$ cat src/rtl/core2wb_pkg.sv
// Shared types and width helpers for the core-to-Wishbone pipelined bridge.
package core2wb_pkg;

    typedef enum logic {StRun, StAbort} state_e;

    // Bits needed to hold 0..max_val; never narrower than one bit.
    function automatic int unsigned cnt_width(input int unsigned max_val);
        int unsigned w;
        w = $clog2(max_val + 1);
        return (w == 0) ? 1 : w;
    endfunction

endpackage

$ cat src/rtl/core2wb_pipe_if.sv
// Wishbone B4 pipelined bus bundle; master side is the bridge.
interface core2wb_pipe_if #(
    parameter int unsigned AW = 32,
    parameter int unsigned DW = 32
);
    logic            cyc;
    logic            stb;
    logic            we;
    logic [DW/8-1:0] sel;
    logic [AW-1:0]   adr;
    logic [DW-1:0]   dat_o;
    logic [DW-1:0]   dat_i;
    logic            ack;
    logic            err;
    logic            stall;

    modport master (
        output cyc, stb, we, sel, adr, dat_o,
        input  dat_i, ack, err, stall
    );

    modport slave (
        input  cyc, stb, we, sel, adr, dat_o,
        output dat_i, ack, err, stall
    );
endinterface

$ cat src/rtl/core2wb_watchdog.sv
// Bus watchdog: counts enabled cycles, pulses timeout on the cycle the count reaches Limit.
module core2wb_watchdog #(
    parameter int unsigned Limit = 255,
    parameter int unsigned W     = 8
) (
    input  logic clk,
    input  logic rst,
    input  logic en,
    input  logic clr,
    output logic timeout
);
    logic [W-1:0] cnt_q;

    always_ff @(posedge clk) begin
        if (rst || clr) begin
            cnt_q <= '0;
        end else if (en && (Limit != 0)) begin
            cnt_q <= cnt_q + W'(1);
        end
    end

    // Fires while the count is being bumped to Limit, so the abort starts the next cycle.
    assign timeout = (Limit != 0) && en && !clr && (cnt_q == W'(Limit - 1));

endmodule

$ cat src/rtl/core2wb_pipe.sv
// Ibex-style req/gnt/rvalid to Wishbone B4 pipelined master with outstanding tracking and watchdog.
// Optional build macro CORE2WB_RESP_REG_EN registers the core response path.
module core2wb_pipe
    import core2wb_pkg::*;
#(
    parameter int unsigned AW             = 32,
    parameter int unsigned DW             = 32,
    parameter int unsigned MaxOutstanding = 2,
    parameter int unsigned TimeoutCycles  = 255
) (
    input  logic            clk,
    input  logic            rst,
    input  logic            core_req,
    output logic            core_gnt,
    input  logic            core_we,
    input  logic [DW/8-1:0] core_be,
    input  logic [AW-1:0]   core_addr,
    input  logic [DW-1:0]   core_wdata,
    output logic            core_rvalid,
    output logic [DW-1:0]   core_rdata,
    output logic            core_err,
    core2wb_pipe_if.master  wb,
    output logic            proto_err
);
    localparam int unsigned CntW = cnt_width(MaxOutstanding);
    localparam int unsigned WdW  = cnt_width(TimeoutCycles);

    state_e          state_q, state_d;
    logic [CntW-1:0] outstanding_q, outstanding_d;
    logic            proto_err_q;
    logic            bus_resp, busy, can_issue, timeout, spurious;
    logic            stb, cyc, gnt;
    logic            rvalid_c, err_c;
    logic [DW-1:0]   rdata_c;
    logic            wd_en, wd_clr;

    assign bus_resp  = wb.ack | wb.err;
    assign busy      = (outstanding_q != '0);
    assign can_issue = (outstanding_q < CntW'(MaxOutstanding));

    always_comb begin
        state_d       = state_q;
        outstanding_d = outstanding_q;
        stb           = 1'b0;
        cyc           = 1'b0;
        gnt           = 1'b0;
        rvalid_c      = 1'b0;
        err_c         = 1'b0;
        rdata_c       = '0;
        spurious      = 1'b0;
        unique case (state_q)
            StRun: begin
                stb      = core_req & can_issue;
                gnt      = stb & ~wb.stall;
                cyc      = stb | busy;
                rvalid_c = bus_resp & busy;
                err_c    = rvalid_c & wb.err;
                rdata_c  = wb.dat_i;
                spurious = bus_resp & ~busy;
                if (gnt && !rvalid_c) begin
                    outstanding_d = outstanding_q + CntW'(1);
                end else if (!gnt && rvalid_c) begin
                    outstanding_d = outstanding_q - CntW'(1);
                end
                if (timeout) begin
                    state_d = StAbort;
                end
            end
            StAbort: begin
                // Bus is released; each cycle retires one pending transfer as an error.
                rvalid_c      = 1'b1;
                err_c         = 1'b1;
                outstanding_d = outstanding_q - CntW'(1);
                if (outstanding_q == CntW'(1)) begin
                    state_d = StRun;
                end
            end
            default: state_d = StRun;
        endcase
    end

    always_ff @(posedge clk) begin
        if (rst) begin
            state_q       <= StRun;
            outstanding_q <= '0;
            proto_err_q   <= 1'b0;
        end else begin
            state_q       <= state_d;
            outstanding_q <= outstanding_d;
            if (spurious) begin
                proto_err_q <= 1'b1;
            end
        end
    end

    assign wd_en  = (state_q == StRun) & busy;
    assign wd_clr = ~wd_en | bus_resp;

    core2wb_watchdog #(
        .Limit (TimeoutCycles),
        .W     (WdW)
    ) u_watchdog (
        .clk     (clk),
        .rst     (rst),
        .en      (wd_en),
        .clr     (wd_clr),
        .timeout (timeout)
    );

    assign wb.cyc   = cyc;
    assign wb.stb   = stb;
    assign wb.we    = core_we;
    assign wb.sel   = core_be;
    assign wb.adr   = core_addr;
    assign wb.dat_o = core_wdata;
    assign core_gnt = gnt;
    assign proto_err = proto_err_q;

`ifdef CORE2WB_RESP_REG_EN
    logic          rvalid_q, err_q;
    logic [DW-1:0] rdata_q;

    always_ff @(posedge clk) begin
        if (rst) begin
            rvalid_q <= 1'b0;
            err_q    <= 1'b0;
            rdata_q  <= '0;
        end else begin
            rvalid_q <= rvalid_c;
            err_q    <= err_c;
            rdata_q  <= rdata_c;
        end
    end

    assign core_rvalid = rvalid_q;
    assign core_err    = err_q;
    assign core_rdata  = rdata_q;
`else
    assign core_rvalid = rvalid_c;
    assign core_err    = err_c;
    assign core_rdata  = rdata_c;
`endif

endmodule
$ cat src/flat_wrapper.sv
// flat-port wrapper written by rule: the top's interface ports become plain ports
module core2wb_pipe_flat import core2wb_pkg::*;
#(
    parameter int unsigned AW             = 32,
    parameter int unsigned DW             = 32,
    parameter int unsigned MaxOutstanding = 2,
    parameter int unsigned TimeoutCycles  = 255
)
  (clk, rst, core_req, core_gnt, core_we, core_be, core_addr, core_wdata, core_rvalid, core_rdata, core_err, proto_err, wb_cyc, wb_stb, wb_we, wb_sel, wb_adr, wb_dat_o, wb_dat_i, wb_ack, wb_err, wb_stall);
  core2wb_pipe_if #(.AW(AW), .DW(DW)) wb_i ();
  input  logic clk;
  input  logic rst;
  input  logic core_req;
  output logic core_gnt;
  input  logic core_we;
  input  logic [DW/8-1:0] core_be;
  input  logic [AW-1:0] core_addr;
  input  logic [DW-1:0] core_wdata;
  output logic core_rvalid;
  output logic [DW-1:0] core_rdata;
  output logic core_err;
  output logic proto_err;
  output wire logic [$bits(wb_i.cyc)-1:0] wb_cyc;
  output wire logic [$bits(wb_i.stb)-1:0] wb_stb;
  output wire logic [$bits(wb_i.we)-1:0] wb_we;
  output wire logic [$bits(wb_i.sel)-1:0] wb_sel;
  output wire logic [$bits(wb_i.adr)-1:0] wb_adr;
  output wire logic [$bits(wb_i.dat_o)-1:0] wb_dat_o;
  input wire logic [$bits(wb_i.dat_i)-1:0] wb_dat_i;
  input wire logic [$bits(wb_i.ack)-1:0] wb_ack;
  input wire logic [$bits(wb_i.err)-1:0] wb_err;
  input wire logic [$bits(wb_i.stall)-1:0] wb_stall;
  assign wb_cyc = wb_i.cyc;
  assign wb_stb = wb_i.stb;
  assign wb_we = wb_i.we;
  assign wb_sel = wb_i.sel;
  assign wb_adr = wb_i.adr;
  assign wb_dat_o = wb_i.dat_o;
  assign wb_i.dat_i = wb_dat_i;
  assign wb_i.ack = wb_ack;
  assign wb_i.err = wb_err;
  assign wb_i.stall = wb_stall;
  core2wb_pipe #(.AW(AW), .DW(DW), .MaxOutstanding(MaxOutstanding), .TimeoutCycles(TimeoutCycles)) u_core (.clk(clk), .rst(rst), .core_req(core_req), .core_gnt(core_gnt), .core_we(core_we), .core_be(core_be), .core_addr(core_addr), .core_wdata(core_wdata), .core_rvalid(core_rvalid), .core_rdata(core_rdata), .core_err(core_err), .wb(wb_i), .proto_err(proto_err));
endmodule
$ cat config.mk
export PLATFORM = sky130hd
export DESIGN_NAME = core2wb_pipe_flat
export DESIGN_NICKNAME = d
export VERILOG_FILES = /design/src/rtl/core2wb_pkg.sv /design/src/rtl/core2wb_pipe_if.sv /design/src/rtl/core2wb_watchdog.sv /design/src/rtl/core2wb_pipe.sv /design/src/flat_wrapper.sv
export SDC_FILE = /design/constraint.sdc
export NUM_CORES = 1
export LEC_CHECK = 0
export CAP_MARGIN = 5
export CORE_AREA = 4 4 82 84
export CTS_BUF_LIST = sky130_fd_sc_hd__clkbuf_16
export DETAILED_ROUTE_END_ITERATION = 12
export DIE_AREA = 0 0 86 88
export HOLD_SLACK_MARGIN = 0.08
export PLACE_DENSITY = 0.93
export SYNTH_ARGS = -nofsm -noshare
export SYNTH_HDL_FRONTEND = slang
export SYNTH_SLANG_ARGS = --single-unit
$ cat constraint.sdc
create_clock -name clk -period 3.92 [get_ports clk]
set_input_delay 0.784 -clock clk [delete_from_list [all_inputs] [get_ports clk]]
set_output_delay 0.784 -clock clk [all_outputs]
set_load 0.005 [all_outputs]
==> results.txt, run 1 <==
largest net degree at the start of global routing -> 30
Root Buffer -> clkbuf_16
DRT Pass-1 Iters -> 4
IR drop worst, VDD -> 0.0002782 V
number of nets in the layout -> 292
Cell variety after synth -> 31
hold-fix buffers at CTS -> 0
WL met2 -> 1981 um
worst r2r path cells -> 6
highest metal used -> met4
Max Slew Vio Count -> 0
area occupied by multi-input gates -> 583.1 sq um
CP cell instances -> clkdlybuf4s50_1, o21ba_2, or2_1, clkdlybuf4s50_1
final count of hold timing violations -> 0
Num CTS Buffers -> 3
Worst Skew -> 0.0006996 ns
# setup viols final -> 0
via count -> 1073
Core Box Area -> 5921 sq um
row count -> 28
initial antenna violation count -> 1
ANT nets after route -> 0
CTS tree -> built
Critical Path Most Common Cell -> clkdlybuf4s50_1
Worst Path Arrival -> 2.17 ns
Die ar. -> 7568 sq um
Overall Power -> 0.6028 mW
setup ws final -> 0.9638 ns
reg2reg start -> u_core.outstanding_q[1]$_SDFFE_PP0P_
most frequent cells in the layout -> clkdlybuf4s50_1 (75), nor2b_1 (32), nor2_1 (12), dfxtp_1 (12), xor2_1 (6)
Hold Startpoint -> u_core.u_watchdog.cnt_q[0]$_SDFFE_PP0N_
PD cells -> 340.3 nW/um^2
Fmax -> 338.3 MHz
main area contributors after synthesis -> buf_4 (38%), dfxtp_1 (17%), nor2b_1 (15%)
FF-to-FF setup slack -> 2.28 ns
Mapped Nets -> 284
Met3 Wirelength -> 550 um
Synth top area share -> 38.22%
max_slew headroom -> 59.37%
fin crit share -> 75.41%
routed length on met1 -> 1078 um
Total Routing Usage GR -> 9.591%
critical path startpoint category -> input pin
Synth-to-Final Area Change -> 28.84%
wire per inst -> 15.22 um
vias in the first global route -> 1128
Sink Count -> 12
crit-path max FO -> 3
Avg Cell Area, Syn -> 7.948 sq um
GPL Wtd Cong -> 0.7553
first-pass GRT wire length -> 5582 um
Max clock buf depth -> 2
Worst Tran Pin Value -> 0.6086 ns
worst hold stages -> 1
GRT overflow -> 0
H-tree levels -> 1
Max Cap Violations -> 0
Reg-to-Reg End -> u_core.outstanding_q[0]$_SDFFE_PP0P_
max incr delay on CP -> 0.45 ns
Hold Path Sink -> u_core.u_watchdog.cnt_q[0]$_SDFFE_PP0N_
sequential fraction of the synthesis area -> 17.47%
Reg area -> 240.2 sq um
CP startpoint -> wb_err
slowest CP cell -> clkdlybuf4s50_1
die width -> 86 um
RSZ-0062 raised after global routing -> no
clock slew at reported path FFs -> 0.04 ns
leak pwr -> 0.6831 nW
Placed Instances -> 251
layout cells sized above 1 -> 8.333%
CP endpoint kind -> primary output
post-layout min period -> 2.956 ns
Worst EP required -> 3.14 ns
status -> completed
DRC viols -> 0
Starting Density -> 23.22%
Yosys reg bits -> 12
Die Height -> 88 um
pre-CTS WS -> 0.9597 ns
commonest non-fill, non-tap cell in the layout -> clkdlybuf4s50_1
Mapped Area -> 1375 sq um
Crit Path Class -> in2out
I/O Buffers -> 75
Synth Instances -> 173
filler cell count -> 620
Post-CTS Setup Inserts -> 0
Post-Route WL -> 3896 um
First DRT Iteration DRCs -> 19
Synth Warn # -> 0
Clk Latency, worst-skew pair -> 0.24 ns
Hold Path Class -> reg2reg
Setup Total Neg Slack -> 0 ns
Final Non-Filler Cells -> 256
dpl hpwl -> 3400 um
vias per inst -> 4.191
leading area contributor after synthesis -> buf_4
Resized cells post-CTS -> 0
Ports -> 214
-- how the worst max path moves through the flow --
stage,end,slack [ns],depth (start not counted)
final,core_rvalid,0.96,4
after global routing,wb_cyc,0.89,4
after CTS,core_rvalid,0.96,4
after detailed placement,core_rvalid,0.96,4
after global placement,core_rvalid,0.97,4
after floorplan,core_rvalid,1.90,2
-- registers in the layout (all words and copies together) (netlist names) --
name,flops
u_core.proto_err,1
u_core.u_watchdog.cnt_q,8
u_core.outstanding_q,2
u_core.state_q,1
-- final cells by class --
cell class	count	area share [%]
repair buffers	76	42.80
diodes	1	0.1412
clock inverters	1	0.2119
well taps	75	5.297
inverters	4	0.8475
flip-flops and latches	12	13.56
multi-input cells	84	32.91
clock buffers	3	4.237
-- worst max-delay path, delay by kind of cell --
| family | cells | cell delay (ns) |
|---|---|---|
| and+or+nand+nor | 1 | 0.23 |
| AOI/OAI and AO/OA | 1 | 0.26 |
| buffers and inverters | 2 | 0.89 |
-- report_power, final --
part           total (mW)  internal, mW  leakage, nW  switching [mW]
Combinational       0.268         0.159        0.547           0.109
Clock               0.187         0.134       0.0385          0.0526
Sequential          0.148         0.135       0.0975          0.0128
Total               0.603         0.429        0.683           0.174
-- kinds of logic (layout without fill, tap and decap cells) --
kind of cell,count (synthesis),count (layout),share of synthesized area (%)
flops,12,12,17.47
other cells,0,1,0
simple gates,66,66,29.30
buf+inv,77,84,40.13
fa+ha+maj,4,4,3.640
compound gates,7,7,5.005
xor+xnor,7,7,4.459
-- synthesized netlist by cell type --
master	count
and3_1	1
xnor2_1	1
nand2_1	3
nor4b_2	1
inv_1	4
a21o_1	1
clkbuf_1	3
nand4_1	3
nand3_1	1
nor3_1	3
nor2_1	12
buf_4	70
o21ba_2	1
nand2b_1	1
a2111oi_2	1
or2_2	1
xor2_1	6
dfxtp_1	12
nand3b_2	1
a211oi_2	1
nor2_4	1
ha_1	4
nor2b_1	32
nor3_2	1
o31ai_1	1
nor3b_1	2
a31o_2	1
and3_2	1
nand4_2	1
o21a_1	1
or2_1	1
-- through the flow --
step                      area, sq um  hold WS, ns  util, %
after floorplan                  1375       0.4256        -
after global placement           1690       0.4360    28.55
after detailed placement         1690       0.4489    28.55
after CTS                        1769       0.4588    29.88
after global routing             1772       0.4719    29.92
final                            1772       0.4521    29.92
-- routing by layer --
metal  global-route usage (%)  up-vias
met5                        0        -
met4                    8.489        0
met3                    6.021       20
met2                    16.75       84
met1                    7.259      475
li1                         -      494
Note: power is estimated with default switching activity, not from simulation.
==> inputs of run 2 (changes only) <==
--- a/config.mk
+++ b/config.mk
@@ -6,10 +6,10 @@
 export NUM_CORES = 1
 export LEC_CHECK = 0
 export CAP_MARGIN = 5
-export CORE_AREA = 4 4 82 84
+export CORE_MARGIN = 4
+export CORE_UTILIZATION = 23
 export CTS_BUF_LIST = sky130_fd_sc_hd__clkbuf_16
 export DETAILED_ROUTE_END_ITERATION = 12
-export DIE_AREA = 0 0 86 88
 export HOLD_SLACK_MARGIN = 0.08
 export PLACE_DENSITY = 0.93
 export SYNTH_ARGS = -nofsm -noshare
==> constraint.sdc (replaced) <==
create_clock -name clk -period 3.04 [get_ports clk]
set_input_delay 0.608 -clock clk [delete_from_list [all_inputs] [get_ports clk]]
set_output_delay 0.608 -clock clk [all_outputs]
set_load 0.005 [all_outputs]
==> results.txt, run 2 (synthesized netlist as in run 1, its figures left out) <==
status -> completed
Core Box Area -> 5642 sq um
Worst Skew -> 0.001610 ns
Post-Route WL -> 3631 um
crit-path max FO -> 3
Worst Tran Pin Value -> 0.3667 ns
final count of hold timing violations -> 0
slowest CP cell -> clkdlybuf4s50_1
setup ws final -> 0.3664 ns
clock slew at reported path FFs -> 0.04 ns
CP delay by family, top -> buffers and inverters
Starting Density -> 24.37%
GPL Wtd Cong -> 0.7835
hold slack -> 0.4693 ns
Max Slew Vio Count -> 0
Die Height -> 85.32 um
Fmax -> 374.0 MHz
critical path startpoint category -> input pin
post-layout min period -> 2.674 ns
Num CTS Buffers -> 3
Hold Path Sink -> u_core.u_watchdog.cnt_q[0]$_SDFFE_PP0N_
most frequent cells in the layout -> clkdlybuf4s50_1 (75), nor2b_1 (32), nor2_1 (12), dfxtp_1 (12), xor2_1 (6)
Reg area -> 240.2 sq um
Critical Path Most Common Cell -> clkdlybuf4s50_1
Die ar. -> 7280 sq um
commonest non-fill, non-tap cell in the layout -> clkdlybuf4s50_1
reg2reg start -> u_core.outstanding_q[1]$_SDFFE_PP0P_
DRC viols -> 0
Setup Total Neg Slack -> 0 ns
Clk Latency, worst-skew pair -> 0.24 ns
Worst EP required -> 2.43 ns
FF-to-FF setup slack -> 1.43 ns
n_diodes -> 0
Crit path buffers/inverters -> 2
# setup viols final -> 0
ANT nets after route -> 0
max incr delay on CP -> 0.49 ns
IR drop worst, VDD -> 0.0002561 V
CP endpoint kind -> primary output
placed cell areas -> 1687 sq um
vias per inst -> 4.096
via count -> 1028
number of nets in the layout -> 292
filler cell count -> 568
initial antenna violation count -> 0
layout cells sized above 1 -> 8.380%
First DRT Iteration DRCs -> 22
Largest regs -> u_core.u_watchdog.cnt_q: 8 flops, u_core.outstanding_q: 2 flops
I/O Buffers -> 75
worst hold stages -> 1
PD cells -> 436.4 nW/um^2
post-route cell area -> 1762 sq um
Max clock buf depth -> 2
Ports -> 214
CP cell instances -> clkdlybuf4s50_1, nor3b_1, or2_2, clkdlybuf4s50_1
Crit Path Class -> in2out
die width -> 85.32 um
worst r2r path cells -> 6
Post-CTS Setup Inserts -> 0
Worst Path Arrival -> 2.07 ns
first-pass GRT wire length -> 5299 um
Root Buffer -> clkbuf_16
leak pwr -> 0.6815 nW
area occupied by multi-input gates -> 583.1 sq um
Sink Count -> 12
max_slew headroom -> 75.56%
wire per inst -> 14.47 um
row count -> 27
RSZ-0062 raised after global routing -> no
Resized cells post-CTS -> 0
hold-fix buffers at CTS -> 0
Hold Path Class -> reg2reg
most flop-heavy register -> u_core.u_watchdog.cnt_q
fin crit share -> 87.95%
pre-CTS WS -> 0.3416 ns
DRT Pass-1 Iters -> 4
vias in the first global route -> 995
Reg-to-Reg End -> u_core.outstanding_q[0]$_SDFFE_PP0P_
Total Routing Usage GR -> 9.456%
CTS tree -> built
dpl hpwl -> 3081 um
Max Cap Violations -> 0
max reg flops -> 8
H-tree levels -> 1
Hold Startpoint -> u_core.u_watchdog.cnt_q[0]$_SDFFE_PP0N_
GRT overflow -> 0
Synth-to-Final Area Change -> 28.12%
largest net degree at the start of global routing -> 40
==> run 2: layer usage <==
metal	global-route usage (%)	part of all wire (%)	vias to the layer above
met3	7.670	19	16
met2	15.32	49	86
li1	-	-	491
met4	5.036	2.9	0
met1	8.286	30	435
met5	0	0	-
==> run 2: worst register-to-register path: cells and delay by family, from the launching register on <==
family | cells | cell delay, ns
buffers and inverters | 1 | 0.11
xor gates and xnor gates | 1 | 0.21
DFF | 1 | 0.41
and+or+nand+nor | 2 | 0.23
adders and majority gates | 1 | 0.27
AOI/OAI and AO/OA | 1 | 0.30
==> run 2: how the worst max path moves through the flow <==
stage	start	endpoint	slack (ns)	depth (start not counted)
2_1_floorplan	u_core.outstanding_q[1]$_SDFFE_PP0P_	core_rvalid	1.32	4
3_3_place_gp	core_req	wb_cyc	0.35	4
3_5_place_dp	core_req	wb_cyc	0.34	4
4_1_cts	core_req	wb_cyc	0.33	4
5_1_grt	core_req	wb_cyc	0.26	4
6_report	core_req	wb_cyc	0.37	4
==> run 2: final cells by class <==
type	count	share of cell area, %
clock buffer	3	4.261
inverter	4	0.8523
multi-input combinational	84	33.10
sequential	12	13.64
tap	72	5.114
timing repair buffer	76	43.04
==> run 2: stage by stage <==
stage                     total power [mW]  cells  util (%)
after floorplan                     0.4399    173         -
after global placement              0.5343    248     29.90
after detailed placement            0.5410    248     29.90
after CTS                           0.7847    251     31.23
after global routing                0.8223    251     31.23
final                               0.7688    251     31.23
==> run 2: report_power, final <==
part           internal (mW)  leakage (nW)  switching, mW  total, mW
logic                  0.205         0.547          0.138      0.343
clock network          0.171        0.0370         0.0641      0.235
registers              0.175        0.0975         0.0164      0.191
total                  0.551         0.682          0.218      0.769
==> inputs of run 3 (changes only) <==
--- a/config.mk
+++ b/config.mk
@@ -12,6 +12,7 @@
 export DETAILED_ROUTE_END_ITERATION = 12
 export HOLD_SLACK_MARGIN = 0.08
 export PLACE_DENSITY = 0.93
+export SLEW_MARGIN = 15
 export SYNTH_ARGS = -nofsm -noshare
 export SYNTH_HDL_FRONTEND = slang
 export SYNTH_SLANG_ARGS = --single-unit
==> results of run 3 <==
Same layout as run 2: the final DEF is identical, and so are final timing and power.
